==> src/rtl/clk_div_multi.sv <==
// clk_div_multi: bank of independent programmable clock dividers.
//
// Each channel divides clk_in by a runtime divisor N with a programmable
// high time H. Writes go to a per-channel shadow pair that is promoted to
// the active pair at the channel's next period boundary, so a running
// output never sees a half-old, half-new period.
//
// Ports:
//   clk_in      - sole clock, everything is on its rising edge
//   reset       - asynchronous, active-high, clears all state
//   en          - per-channel run enable
//   sync        - one-cycle pulse, restarts every channel in phase
//   cfg_wr      - one-cycle configuration write strobe
//   cfg_ch      - target channel of the write
//   cfg_div     - new divisor N (period in clk_in cycles)
//   cfg_high    - new high time H (clk_in cycles)
//   clk_out     - registered divided clocks
//   tick        - one-cycle pulse on each rising edge of clk_out
//   cfg_pending - shadow pair waiting for the channel's period boundary
//   cfg_err     - one-cycle pulse flagging a rejected write
module clk_div_multi #(
    parameter int NUM_CH      = 4,
    parameter int CNT_W       = 32,
    parameter int DEFAULT_DIV = 100000,
    localparam int CH_W       = (NUM_CH > 1) ? $clog2(NUM_CH) : 1
) (
    input  logic              clk_in,
    input  logic              reset,
    input  logic [NUM_CH-1:0] en,
    input  logic              sync,
    input  logic              cfg_wr,
    input  logic [CH_W-1:0]   cfg_ch,
    input  logic [CNT_W-1:0]  cfg_div,
    input  logic [CNT_W-1:0]  cfg_high,
    output logic [NUM_CH-1:0] clk_out,
    output logic [NUM_CH-1:0] tick,
    output logic [NUM_CH-1:0] cfg_pending,
    output logic              cfg_err
);

    localparam logic [CNT_W-1:0] RST_DIV  = CNT_W'(DEFAULT_DIV);
    localparam logic [CNT_W-1:0] RST_HIGH = CNT_W'(DEFAULT_DIV / 2);
    localparam logic [31:0]      NUM_CH_U = 32'(NUM_CH);

    logic [CNT_W-1:0]  act_div_q  [NUM_CH];
    logic [CNT_W-1:0]  act_div_d  [NUM_CH];
    logic [CNT_W-1:0]  act_high_q [NUM_CH];
    logic [CNT_W-1:0]  act_high_d [NUM_CH];
    logic [CNT_W-1:0]  sh_div_q   [NUM_CH];
    logic [CNT_W-1:0]  sh_div_d   [NUM_CH];
    logic [CNT_W-1:0]  sh_high_q  [NUM_CH];
    logic [CNT_W-1:0]  sh_high_d  [NUM_CH];
    logic [CNT_W-1:0]  cnt_q      [NUM_CH];
    logic [CNT_W-1:0]  cnt_d      [NUM_CH];
    logic [NUM_CH-1:0] pending_q, pending_d;
    logic [NUM_CH-1:0] clk_out_q, clk_out_d;
    logic [NUM_CH-1:0] tick_q, tick_d;
    logic              cfg_err_q, cfg_err_d;

    logic              wr_bad;
    logic              wr_ok;
    logic [CNT_W-1:0]  wr_high;
    logic [NUM_CH-1:0] apply;

    // Next-state logic for every channel. The shadow is promoted whenever a
    // new period starts (wrap, sync, or while disabled); a write on the same
    // edge lands in the shadow afterwards, so the old pending pair is the one
    // applied and the new one stays pending.
    always_comb begin
        wr_bad    = cfg_wr && ((cfg_div < CNT_W'(2)) ||
                               ({{(32-CH_W){1'b0}}, cfg_ch} >= NUM_CH_U));
        wr_ok     = cfg_wr && !wr_bad;
        // Out-of-range high times fall back to a 50% duty cycle.
        wr_high   = ((cfg_high == '0) || (cfg_high >= cfg_div)) ? (cfg_div >> 1) : cfg_high;
        cfg_err_d = wr_bad;

        act_div_d  = act_div_q;
        act_high_d = act_high_q;
        sh_div_d   = sh_div_q;
        sh_high_d  = sh_high_q;
        cnt_d      = cnt_q;
        pending_d  = pending_q;
        clk_out_d  = clk_out_q;
        tick_d     = '0;
        apply      = '0;

        for (int c = 0; c < NUM_CH; c++) begin
            if (sync || !en[c]) begin
                cnt_d[c]     = '0;
                clk_out_d[c] = 1'b0;
                apply[c]     = pending_q[c];
            end else if (cnt_q[c] == act_div_q[c] - CNT_W'(1)) begin
                cnt_d[c]     = '0;
                clk_out_d[c] = 1'b1;
                tick_d[c]    = 1'b1;
                apply[c]     = pending_q[c];
            end else begin
                if (cnt_q[c] == act_high_q[c] - CNT_W'(1)) begin
                    clk_out_d[c] = 1'b0;
                end
                cnt_d[c] = cnt_q[c] + CNT_W'(1);
            end

            if (apply[c]) begin
                act_div_d[c]  = sh_div_q[c];
                act_high_d[c] = sh_high_q[c];
                pending_d[c]  = 1'b0;
            end

            if (wr_ok && (cfg_ch == CH_W'(c))) begin
                sh_div_d[c]  = cfg_div;
                sh_high_d[c] = wr_high;
                pending_d[c] = 1'b1;
            end
        end
    end

    // State registers; reset restores the default divisor on both pairs.
    always_ff @(posedge clk_in or posedge reset) begin
        if (reset) begin
            for (int c = 0; c < NUM_CH; c++) begin
                act_div_q[c]  <= RST_DIV;
                act_high_q[c] <= RST_HIGH;
                sh_div_q[c]   <= RST_DIV;
                sh_high_q[c]  <= RST_HIGH;
                cnt_q[c]      <= '0;
            end
            pending_q <= '0;
            clk_out_q <= '0;
            tick_q    <= '0;
            cfg_err_q <= 1'b0;
        end else begin
            act_div_q  <= act_div_d;
            act_high_q <= act_high_d;
            sh_div_q   <= sh_div_d;
            sh_high_q  <= sh_high_d;
            cnt_q      <= cnt_d;
            pending_q  <= pending_d;
            clk_out_q  <= clk_out_d;
            tick_q     <= tick_d;
            cfg_err_q  <= cfg_err_d;
        end
    end

    assign clk_out     = clk_out_q;
    assign tick        = tick_q;
    assign cfg_pending = pending_q;
    assign cfg_err     = cfg_err_q;

endmodule

==> config.mk <==
export PLATFORM = sky130hd
export DESIGN_NAME = clk_div_multi
export DESIGN_NICKNAME = d
export VERILOG_FILES = /design/src/rtl/clk_div_multi.sv
export SDC_FILE = /design/constraint.sdc
export NUM_CORES = 2
export LEC_CHECK = 0
export BUFFER_PORTS_ARGS = -buffer_cell sky130_fd_sc_hd__buf_2
export CAP_MARGIN = 10
export CORE_MARGIN = 5
export CORE_UTILIZATION = 40
export CTS_CLUSTER_SIZE = 10
export DETAILED_ROUTE_END_ITERATION = 16
export PLACE_DENSITY = 0.61
export SLEW_MARGIN = 20
export SYNTH_ARGS = -nofsm -noshare
export SYNTH_HDL_FRONTEND = slang
export SYNTH_SLANG_ARGS = --single-unit
==> constraint.sdc <==
create_clock -name clk_in -period 22.5 [get_ports clk_in]
set_clock_uncertainty 0.2 [all_clocks]
set_input_delay 2.25 -clock clk_in [delete_from_list [all_inputs] [get_ports clk_in]]
set_output_delay 2.25 -clock clk_in [all_outputs]
set_load 0.01 [all_outputs]
==> impl_metrics.tcl <==
set metrics [dict create \
    clkTransAtPathRegs_ns 0.06 \
    drc 0 \
    ir_worst_vdd_uv 67.9 \
    ys_seq_elements 653 \
    synth_cells 3655 \
    fin_total_pwr_mw 3.98 \
    synthArstFlopShare_pct 100 \
    ys_warn_count 0 \
    synth-edff-count 0 \
    status "finished clean" \
    stdcell_count 4870 \
    clock-root-buffer "clkbuf_16" \
    grt.overflow.total 0 \
    fmax_ghz 0.180 \
    yosys.area.top_type "dfrtp_1" \
    portBuffers 86 \
    hold_ws_ns 0.272 \
    nets 3755 \
    cp_data_arrival_time_ns 5.85 \
    post-route-period-util_pct 24.7 \
    synth_most_common_cell "dfrtp_1" \
    grtUsageTotal_pct 22.4 \
    fp.dieH_um 309 \
    cts.sinks 653 \
    coreArea_mm2 0.0885 \
    ctsHoldBuffers 0 \
    grt_pass1_vias 25701 \
    maxSlewHeadroom_pct 20.4 \
    whs_path_depth 1 \
    cp-start-kind "input pin" \
    ys_types 90 \
    cp_max_fo 24 \
    firstDrtPassIters 6 \
    grt_setup_unrepaired "false" \
    cts_tree "yes" \
    seqPwrFrac_pct 46.8 \
    area_growth_pct 10.7 \
    sw_frac_of_total_pct 35.2 \
    routed_wl_mm 109 \
    power.share.clock_pct 30.5 \
    p_int_mw 2.58 \
    finalSetupTns_ns 0 \
    power.density_mw_per_mm2 101 \
    io-pin-count 87 \
    gp_congestion 0.917 \
    htree_num_levels 3 \
    syn_area_mm2 0.0357 \
    switchingPower_mw 1.40 \
    path_class "input pin to flip-flop" \
    vias 27413 \
    grt_max_degree 185 \
    vias_per_cell 5.63 \
    clk_latency_ns 0.64 \
    post_cts_buffers 0 \
    dieArea_mm2 0.0953 \
    p_leak_nw 15.9 \
    min_path_type "flip-flop to flip-flop" \
    rows 109 \
    antenna_found_initial 12 \
    dieWidth_um 309 \
    setup_violations 0 \
    cts_buffers 78 \
    fin_crit_ns 5.57 \
    netlist.area_leader.share_pct 39.1 \
    synth_common_cells "dfrtp_1 (557), nor2_1 (410), nand2_1 (271)" \
    cts_resized 0 \
    seq_area_frac_synth_pct 46.1 \
    synthTopCellsByArea "dfrtp_1 (39%), mux2_1 (8.1%), dfstp_2 (7.1%)" \
    synth.avg_cell_area_um2 9.76 \
    grt_pass1_wl_mm 164 \
    ys.flop_type "dfrtp_1" \
    start_util_pct 40.3 \
    cap_violations 0 \
    ant_nets 0 \
    dpl.hpwl_mm 81.1 \
    worstPathRequired_ns 22.78 \
    synth_nets 3773 \
    placed_cells 4721 \
    final_hold_viol_count 0 \
    wl_per_cell_um 22.3 \
    reg2reg_depth 10 \
    max_slew.worst_pin.slew_ns 1.18 \
    drtIter0Drc 2447 \
    final_layout_size_suffix_gt1_share_pct 10.0 \
    end_kind "flip-flop" \
    slew_viol_final 0 \
    clock_path_buffers 3 \
    p_comb_share_pct 22.7 \
]
-- flip-flops by register name, summed over array words and instances, names as in the netlist --
signal	cells
tick	4
cfg_pending	4
cfg_err	1
act_div_q	128
act_high_q	128
cnt_q	128
sh_div_q	128
clk_out	4
sh_high_q	128
-- placed cells by master, fill, tap and decap left out, types with 90 or more instances in the layout --
| cell | netlist | final |
|---|---|---|
| dfstp_2 | 96 | 96 |
| o21ai_0 | 193 | 193 |
| nand2_1 | 271 | 267 |
| a21oi_1 | 184 | 184 |
| xor2_1 | 183 | 183 |
| nor2_1 | 410 | 410 |
| mux2_1 | 256 | 256 |
| xnor2_1 | 250 | 250 |
| dfrtp_1 | 557 | 557 |
| nor4_1 | 92 | 90 |
| nor3_1 | 113 | 111 |
-- metal layers --
metal,wire [um],global-route usage (%)
met5,27,0
met4,2940,6.17
met3,9480,5.40
met2,47000,33.6
met1,49100,32.7
-- critical path, cell delays in order --
cell and delay, ns:
buf_2 0.35, ha_1 0.30, and3_1 0.17, o21ai_0 0.13
a21oi_1 0.10, o31ai_1 0.31, a21oi_1 0.29, o21ai_4 0.51
buf_4 0.50, mux2i_1 0.71, a21oi_1 0.16
-- final cells by class --
type | instances | area [um2]
fillers | 8416 | 49000
diodes | 10 | 25.0
clock buffers | 128 | 2220
clock inverters | 10 | 213
repair buffers | 116 | 701
multi-input cells | 2699 | 18100
well taps | 1165 | 1460
inverters | 89 | 342
flip-flops and latches | 653 | 16500
-- worst paths after layout --
path | slack, ns | from | to
max reg2reg | 17.16 | act_div_q[2] | act_div_q[14]
min | 0.27 | sh_div_q[8] | act_div_q[8]
min in group asynchronous | 1.55 | reset | cnt_q[96]
max in group asynchronous | 18.02 | reset | cnt_q[22]
min reg2reg | 0.27 | sh_div_q[8] | act_div_q[8]
max | 16.93 | cfg_div[0] | sh_high_q[10]
-- through the flow --
stage	utilization (%)	setup WS, ns	cell area, um2
final	44.6	16.93	39500
after global routing	44.6	16.87	39500
after CTS	44.5	17.00	39400
after detailed placement	41.8	16.34	37000
after global placement	41.8	16.35	37000
after floorplan	-	1.91	35700
-- power groups by stage --
stage               Clock [mW]  Sequential [mW]  Combinational (mW)
finish                    1.21             1.86               0.901
global route              1.29             1.89                1.01
CTS                       1.24             1.85               0.892
detailed placement           0             1.87               0.885
global placement             0             1.86               0.871
floorplan                    0             1.65               0.751
-- cells by family after synthesis --
logic type | share of synthesized area (%)
multiplexers | 9.71
buffers and inverters | 3.39
AO/OA/AOI/OAI | 10.0
flip-flops | 46.1
adder cells (fa/ha/maj) | 1.54
XOR/XNOR | 10.7
AND/OR/NAND/NOR | 18.5
No activity file was read; power rests on OpenSTA's default activity.
